--- src/rtl/ifu_pkg.sv ---
// Shared definitions for the instruction fetch unit: next-PC select codes
// and the fetch FSM state encoding.
package ifu_pkg;

    // Next-PC select codes driven by ctrl on NPCOp
    localparam logic [1:0] NPCOP_PLUS4 = 2'b00;
    localparam logic [1:0] NPCOP_BNE   = 2'b01;
    localparam logic [1:0] NPCOP_JUMP  = 2'b10;
    localparam logic [1:0] NPCOP_JR    = 2'b11;

    // Fetch FSM states.
    // IFU_REQ is the first cycle after a request went out without data.
    // IFU_WAIT covers every cycle after that, until imem_rdy arrives.
    typedef enum logic [1:0] {
        IFU_IDLE = 2'b00,
        IFU_REQ  = 2'b01,
        IFU_WAIT = 2'b10
    } ifu_state_t;

endpackage

--- src/rtl/ifu_npc.sv ---
// Combinational next-PC calculator for the multicycle MIPS core.
// Optional macro IFU_ALIGN_CHK_EN: when defined, JR targets pass through
// unmodified so the fetch unit can flag misalignment; otherwise the low two
// bits of a JR target are cleared.
module ifu_npc
    import ifu_pkg::*;
#(
    parameter int AW = 32
) (
    input  logic [AW-1:0] PC,
    input  logic [25:0]   IR,
    input  logic [1:0]    NPCOp,
    input  logic          Zero,
    input  logic [AW-1:0] RD1,
    output logic [AW-1:0] NPC,
    output logic [AW-1:0] PCPlus4
);

    logic [AW-1:0] w_pcPlus4;
    logic [AW-1:0] w_branchOffset;
    logic [AW-1:0] w_branchTarget;
    logic [AW-1:0] w_jumpTarget;
    logic [AW-1:0] w_jrTarget;

    // The 16-bit branch immediate is sign-extended and turned into a byte
    // offset. All sums wrap modulo 2^AW.
    assign w_pcPlus4      = PC + AW'(4);
    assign w_branchOffset = {{(AW-18){IR[15]}}, IR[15:0], 2'b00};
    assign w_branchTarget = w_pcPlus4 + w_branchOffset;
    assign w_jumpTarget   = {w_pcPlus4[AW-1:28], IR[25:0], 2'b00};

`ifdef IFU_ALIGN_CHK_EN
    assign w_jrTarget = RD1;
`else
    assign w_jrTarget = RD1 & {{(AW-2){1'b1}}, 2'b00};
`endif

    // Select the next PC. BNE is taken when the ALU reports not-equal (Zero low).
    always_comb begin
        NPC = w_pcPlus4;
        case (NPCOp)
            NPCOP_PLUS4: NPC = w_pcPlus4;
            NPCOP_BNE:   NPC = Zero ? w_pcPlus4 : w_branchTarget;
            NPCOP_JUMP:  NPC = w_jumpTarget;
            NPCOP_JR:    NPC = w_jrTarget;
            default:     NPC = w_pcPlus4;
        endcase
    end

    assign PCPlus4 = w_pcPlus4;

endmodule

--- src/rtl/ifu.sv ---
// Instruction fetch unit: owns the PC, the instruction register and the
// imem req/rdy fetch FSM. Next-PC logic lives in ifu_npc.
// Optional macro IFU_ALIGN_CHK_EN adds the if_misalign output. A misaligned
// PC write sets it and blocks further fetches until reset.
module ifu
    import ifu_pkg::*;
#(
    parameter int            AW       = 32,
    parameter logic [AW-1:0] RESET_PC = 32'h0000_3000
) (
    input  logic          clk,
    input  logic          rst,
    input  logic          IRWr,
    input  logic          PCWr,
    input  logic [1:0]    NPCOp,
    input  logic          Zero,
    input  logic [31:0]   RD1,
    output logic          imem_req,
    output logic [AW-1:0] imem_addr,
    input  logic          imem_rdy,
    input  logic [31:0]   imem_rdata,
    output logic [AW-1:0] PC,
    output logic [AW-1:0] PCPlus4,
    output logic [31:0]   IR,
    output logic          if_busy,
    output logic          ir_valid
`ifdef IFU_ALIGN_CHK_EN
    ,
    output logic          if_misalign
`endif
);

    ifu_state_t    r_state;
    ifu_state_t    w_nextState;
    logic [AW-1:0] r_pc;
    logic [31:0]   r_ir;
    logic          r_irValid;
    logic [AW-1:0] w_npc;
    logic          w_halt;
    logic          w_issue;
    logic          w_req;
    logic          w_load;
    logic          w_pcUpdate;

    ifu_npc #(
        .AW(AW)
    ) u_npc (
        .PC      (r_pc),
        .IR      (r_ir[25:0]),
        .NPCOp   (NPCOp),
        .Zero    (Zero),
        .RD1     (RD1[AW-1:0]),
        .NPC     (w_npc),
        .PCPlus4 (PCPlus4)
    );

    // A fetch issues in the same cycle IRWr arrives in IDLE. This gives a
    // zero-wait memory one-cycle latency. Gating with rst keeps imem_req low
    // for the whole time reset is asserted.
    assign w_issue    = (r_state == IFU_IDLE) && IRWr && !w_halt && !rst;
    assign w_req      = w_issue || (r_state != IFU_IDLE);
    assign w_load     = w_req && imem_rdy;
    assign w_pcUpdate = PCWr && (r_state == IFU_IDLE);

    // Fetch FSM state register
    always_ff @(posedge clk or posedge rst) begin
        if (rst) r_state <= IFU_IDLE;
        else     r_state <= w_nextState;
    end

    // Fetch FSM next state. Every state returns to IDLE when data arrives.
    // IRWr outside IDLE is ignored.
    always_comb begin
        w_nextState = r_state;
        case (r_state)
            IFU_IDLE: if (w_issue && !imem_rdy) w_nextState = IFU_REQ;
            IFU_REQ:  w_nextState = imem_rdy ? IFU_IDLE : IFU_WAIT;
            IFU_WAIT: if (imem_rdy) w_nextState = IFU_IDLE;
            default:  w_nextState = IFU_IDLE;
        endcase
    end

    // PC register. The PC only moves while no fetch is outstanding, so the
    // fetch address stays stable.
    always_ff @(posedge clk or posedge rst) begin
        if (rst)             r_pc <= RESET_PC;
        else if (w_pcUpdate) r_pc <= w_npc;
    end

    // IR capture and the one-cycle ir_valid pulse that follows it
    always_ff @(posedge clk or posedge rst) begin
        if (rst) begin
            r_ir      <= 32'h0;
            r_irValid <= 1'b0;
        end else begin
            r_irValid <= w_load;
            if (w_load) r_ir <= imem_rdata;
        end
    end

`ifdef IFU_ALIGN_CHK_EN
    logic r_misalign;

    // Sticky misalignment flag. Once set, it halts fetching until reset.
    always_ff @(posedge clk or posedge rst) begin
        if (rst)                                   r_misalign <= 1'b0;
        else if (w_pcUpdate && (w_npc[1:0] != 2'b00)) r_misalign <= 1'b1;
    end

    assign w_halt      = r_misalign;
    assign if_misalign = r_misalign;
`else
    assign w_halt = 1'b0;
`endif

    assign imem_req  = w_req;
    assign imem_addr = r_pc;
    assign if_busy   = w_req;
    assign ir_valid  = r_irValid;
    assign PC        = r_pc;
    assign IR        = r_ir;

endmodule

--- config.mk ---
export PLATFORM = sky130hd
export DESIGN_NAME = ifu
export DESIGN_NICKNAME = d
export VERILOG_FILES = /design/src/rtl/ifu_pkg.sv /design/src/rtl/ifu_npc.sv /design/src/rtl/ifu.sv
export SDC_FILE = /design/constraint.sdc
export NUM_CORES = 1
export LEC_CHECK = 0
export BUFFER_PORTS_ARGS = -buffer_cell sky130_fd_sc_hd__buf_2
export CORE_ASPECT_RATIO = 0.75
export CORE_MARGIN = 5
export CORE_UTILIZATION = 56
export DETAILED_ROUTE_END_ITERATION = 10
export GPL_ROUTABILITY_DRIVEN = 0
export PLACE_DENSITY_LB_ADDON = 0.2
export SYNTH_ARGS = -nofsm -noshare
export SYNTH_HDL_FRONTEND = slang
export SYNTH_SLANG_ARGS = --single-unit
--- constraint.sdc ---
create_clock -name clk -period 7.6 [get_ports clk]
set_input_delay 1.52 -clock clk [delete_from_list [all_inputs] [get_ports clk]]
set_output_delay 1.52 -clock clk [all_outputs]
set_load 0.03 [all_outputs]
==> results.yml <==
run_status:
  outcome: "complete, no violations"
sta:
  setup-tns-final_ns: 0
  tightest_slew_ns: 1.05
  period_needed_ns: 4.63
  fmax_ghz: 0.216
  rsz0062_at_grt: "no"
  finalSetupViolCount: 0
  slew_headroom: 0.295
  fin_crit_sh: 0.609
  hold_viol: 0
  fin_skew_ns: 0.00883
  slew_violations: 0
  setup_ws_ns: 2.97
critical_path:
  end_kind: "flip-flop"
  start_kind: "flip-flop"
  required_ns: 7.83
  criticalPathCategory: "reg -> reg"
  worstPathMaxFanout: 8
  crit_arrival_ns: 4.86
routing:
  met2_length_um: 8260
  dr.max_layer_used: "met4"
  drt_iter0_drc: 689
  met1_length_um: 8190
  dr.pass1.iters: 5
  vias: 6219
  wirelength_um: 19700
  via_per_inst: 6.06
  dr_wl_met3_um: 2720
  route.detailed.drc: 0
  antenna_left: 0
  wl_per_cell_um: 19.2
yosys:
  synth_flop_cell: "dfrtp_1"
  yosysSeqAreaShare: 0.277
  synth.most_common_cell: "nand2_1"
  synth.avg_cell_area_um2: 7.93
  synth.distinct_cells: 79
  synth-seq-cells: 65
  yosysWarnings: 0
  synth_top_area_cell: "dfrtp_1"
  synth_top_area_frac: 0.268
  synth_area_um2: 5890
  synth_edf_count: 0
  synth_area_leaders: "dfrtp_1 (27%), nand2_1 (9.8%), ha_1 (7.2%), xnor2_1 (5.1%), buf_4 (4.8%)"
  async_reset_ff_frac: 1.00
  synth_common_cells: "nand2_1 (153), dfrtp_1 (63), a21oi_1 (53)"
  netlist_instances: 743
layout:
  n_antenna_cell: 0
  area_growth_pct: 18.1
  finish.utilization: 0.676
  drive_gt1_frac: 0.284
  nNetsFinal: 993
grt:
  overflow: 0
  grt_pass1_vias: 5964
  antenna_found_initial: 0
  grt_use_total: 0.305
  grt_pass1_wl_um: 30900
  grt_start_max_net_pins: 67
floorplan:
  die_height_um: 98.8
  die-width_um: 128
  core_um2: 10300
  io_pins: 203
  dieArea_um2: 12700
  start_util: 0.572
  fp-row-count: 32
power_and_ir_drop:
  ir_drop_uv: 177
  power_density_nw_per_um2: 363
  p_leak_nw: 3.43
clock_tree:
  cts_tree: "built"
  h-tree-depth: 3
  cts.sinks: 65
  cts_inserted_buffers: 9
  clk_latency_ns: 0.34
  cts-resized-gates: 0
  clkSlewWorstSetupHoldPaths_ns: 0.06
  cts_max_path_buffers: 2
  cts_hold_buffers: 0
  cts_setup_buffers: 0
  clockRootBuffer: "clkbuf_16"
placed_design:
  dpl.hpwl_um: 14600
  io_buffers: 194
  pre_cts_ws_ns: 2.82
run:
  cap_violations: 0
worst_hold_path:
  hold_class: "reg -> reg"
==> worst paths after layout <==
path / from / endpoint / slack, ns / cells after the start
worst min register to register: IR[29] / IR[29] / 0.47 / 2
min in group asynchronous: rst / IR[28] / 1.45 / 3
worst max-delay path: PC[2] / PC[31] / 2.97 / 17
worst max register to register: PC[2] / PC[31] / 2.97 / 17
max in group asynchronous: rst / PC[15] / 5.60 / 3
worst min-delay path: IR[29] / IR[29] / 0.47 / 2
==> worst max-delay path, stage by stage (launching register included) <==
cell and delay [ns]:
dfrtp_1 0.46, ha_1 0.22, nand3_1 0.21, nor2_2 0.33, nand3_1 0.27, nor2_1 0.29, and4_4 0.30, nand3_1 0.13
xnor2_1 0.25, ha_1 0.37, a21oi_1 0.22, nor2b_1 0.07, or4b_1 0.48, a311oi_1 0.24, nor2_1 0.12, a21o_1 0.20
xnor2_1 0.13, o311ai_1 0.22
==> placed cells by master, fill, tap and decap left out, types with 3 or more instances in the layout <==
| cell type | netlist | routed |
|---|---|---|
| a31o_2 | 3 | 3 |
| ha_1 | 34 | 34 |
| nand2_1 | 153 | 153 |
| nor2b_1 | 9 | 9 |
| nor3_1 | 11 | 11 |
| dfrtp_1 | 63 | 63 |
| o21ai_0 | 37 | 37 |
| buf_2 | 2 | 194 |
| o21a_1 | 5 | 5 |
| nand2b_1 | 4 | 4 |
| a31oi_1 | 5 | 5 |
| mux2_2 | 10 | 10 |
| a221oi_1 | 6 | 6 |
| o22ai_1 | 7 | 7 |
| nand3_1 | 25 | 25 |
| a21o_1 | 13 | 13 |
| buf_4 | 38 | 4 |
| nand4_1 | 12 | 12 |
| a21oi_1 | 53 | 53 |
| conb_1 | 1 | 6 |
| a311oi_1 | 5 | 5 |
| o21ai_1 | 3 | 3 |
| clkbuf_16 | 0 | 9 |
| inv_1 | 16 | 15 |
| o221ai_1 | 3 | 3 |
| a211oi_1 | 3 | 3 |
| and2_1 | 6 | 6 |
| mux2i_1 | 20 | 20 |
| xnor2_1 | 34 | 34 |
| or3_1 | 6 | 6 |
| nor2_1 | 51 | 51 |
| xor2_1 | 16 | 16 |
==> state kept, by name, summed over array words and instances, names as in the netlist <==
name,count
ir_valid,1
IR,32
r_state,2
PC,30
==> metrics by stage <==
stage	std cells	hold WS, ns	area [um2]	power [mW]
floorplan	748	0.451	5910	1.74
global placement	1011	0.454	6660	2.03
detailed placement	1011	0.459	6660	2.07
CTS	1026	0.478	6950	2.50
global route	1026	0.514	6950	2.67
finish	1026	0.471	6950	2.52
==> power by group <==
group	leakage (nW)	switching, mW	internal (mW)	total (mW)
Sequential	0.789	0.136	0.430	0.566
Clock	0.138	0.171	0.253	0.424
Combinational	2.50	1.01	0.528	1.53
==> cell families (layout without fill, tap and decap cells) <==
logic type / Yosys count / count (layout) / synth area share
flops: 65 / 65 / 0.277
compound gates: 178 / 178 / 0.206
fa+ha+maj: 35 / 35 / 0.0756
mux: 32 / 32 / 0.0601
other cells: 1 / 6 / 0.000637
xor+xnor: 51 / 51 / 0.0771
simple gates: 293 / 293 / 0.222
buf+inv: 88 / 230 / 0.0820
==> metal layers <==
layer	vias up	track usage
met3	61	0.121
met5	-	0
met1	2888	0.419
li1	2879	-
met2	391	0.438
met4	0	0.0995
==> layout make-up <==
cell class,instances,area (um2)
Sequential cell,65,1630
Inverter,17,63.8
Fill cell,904,3340
Multi-Input combinational cell,595,3800
Clock inverter,6,67.6
Tap cell,136,170
Timing Repair Buffer,198,1000
Clock buffer,9,225
No activity file was read; power rests on OpenSTA's default activity.
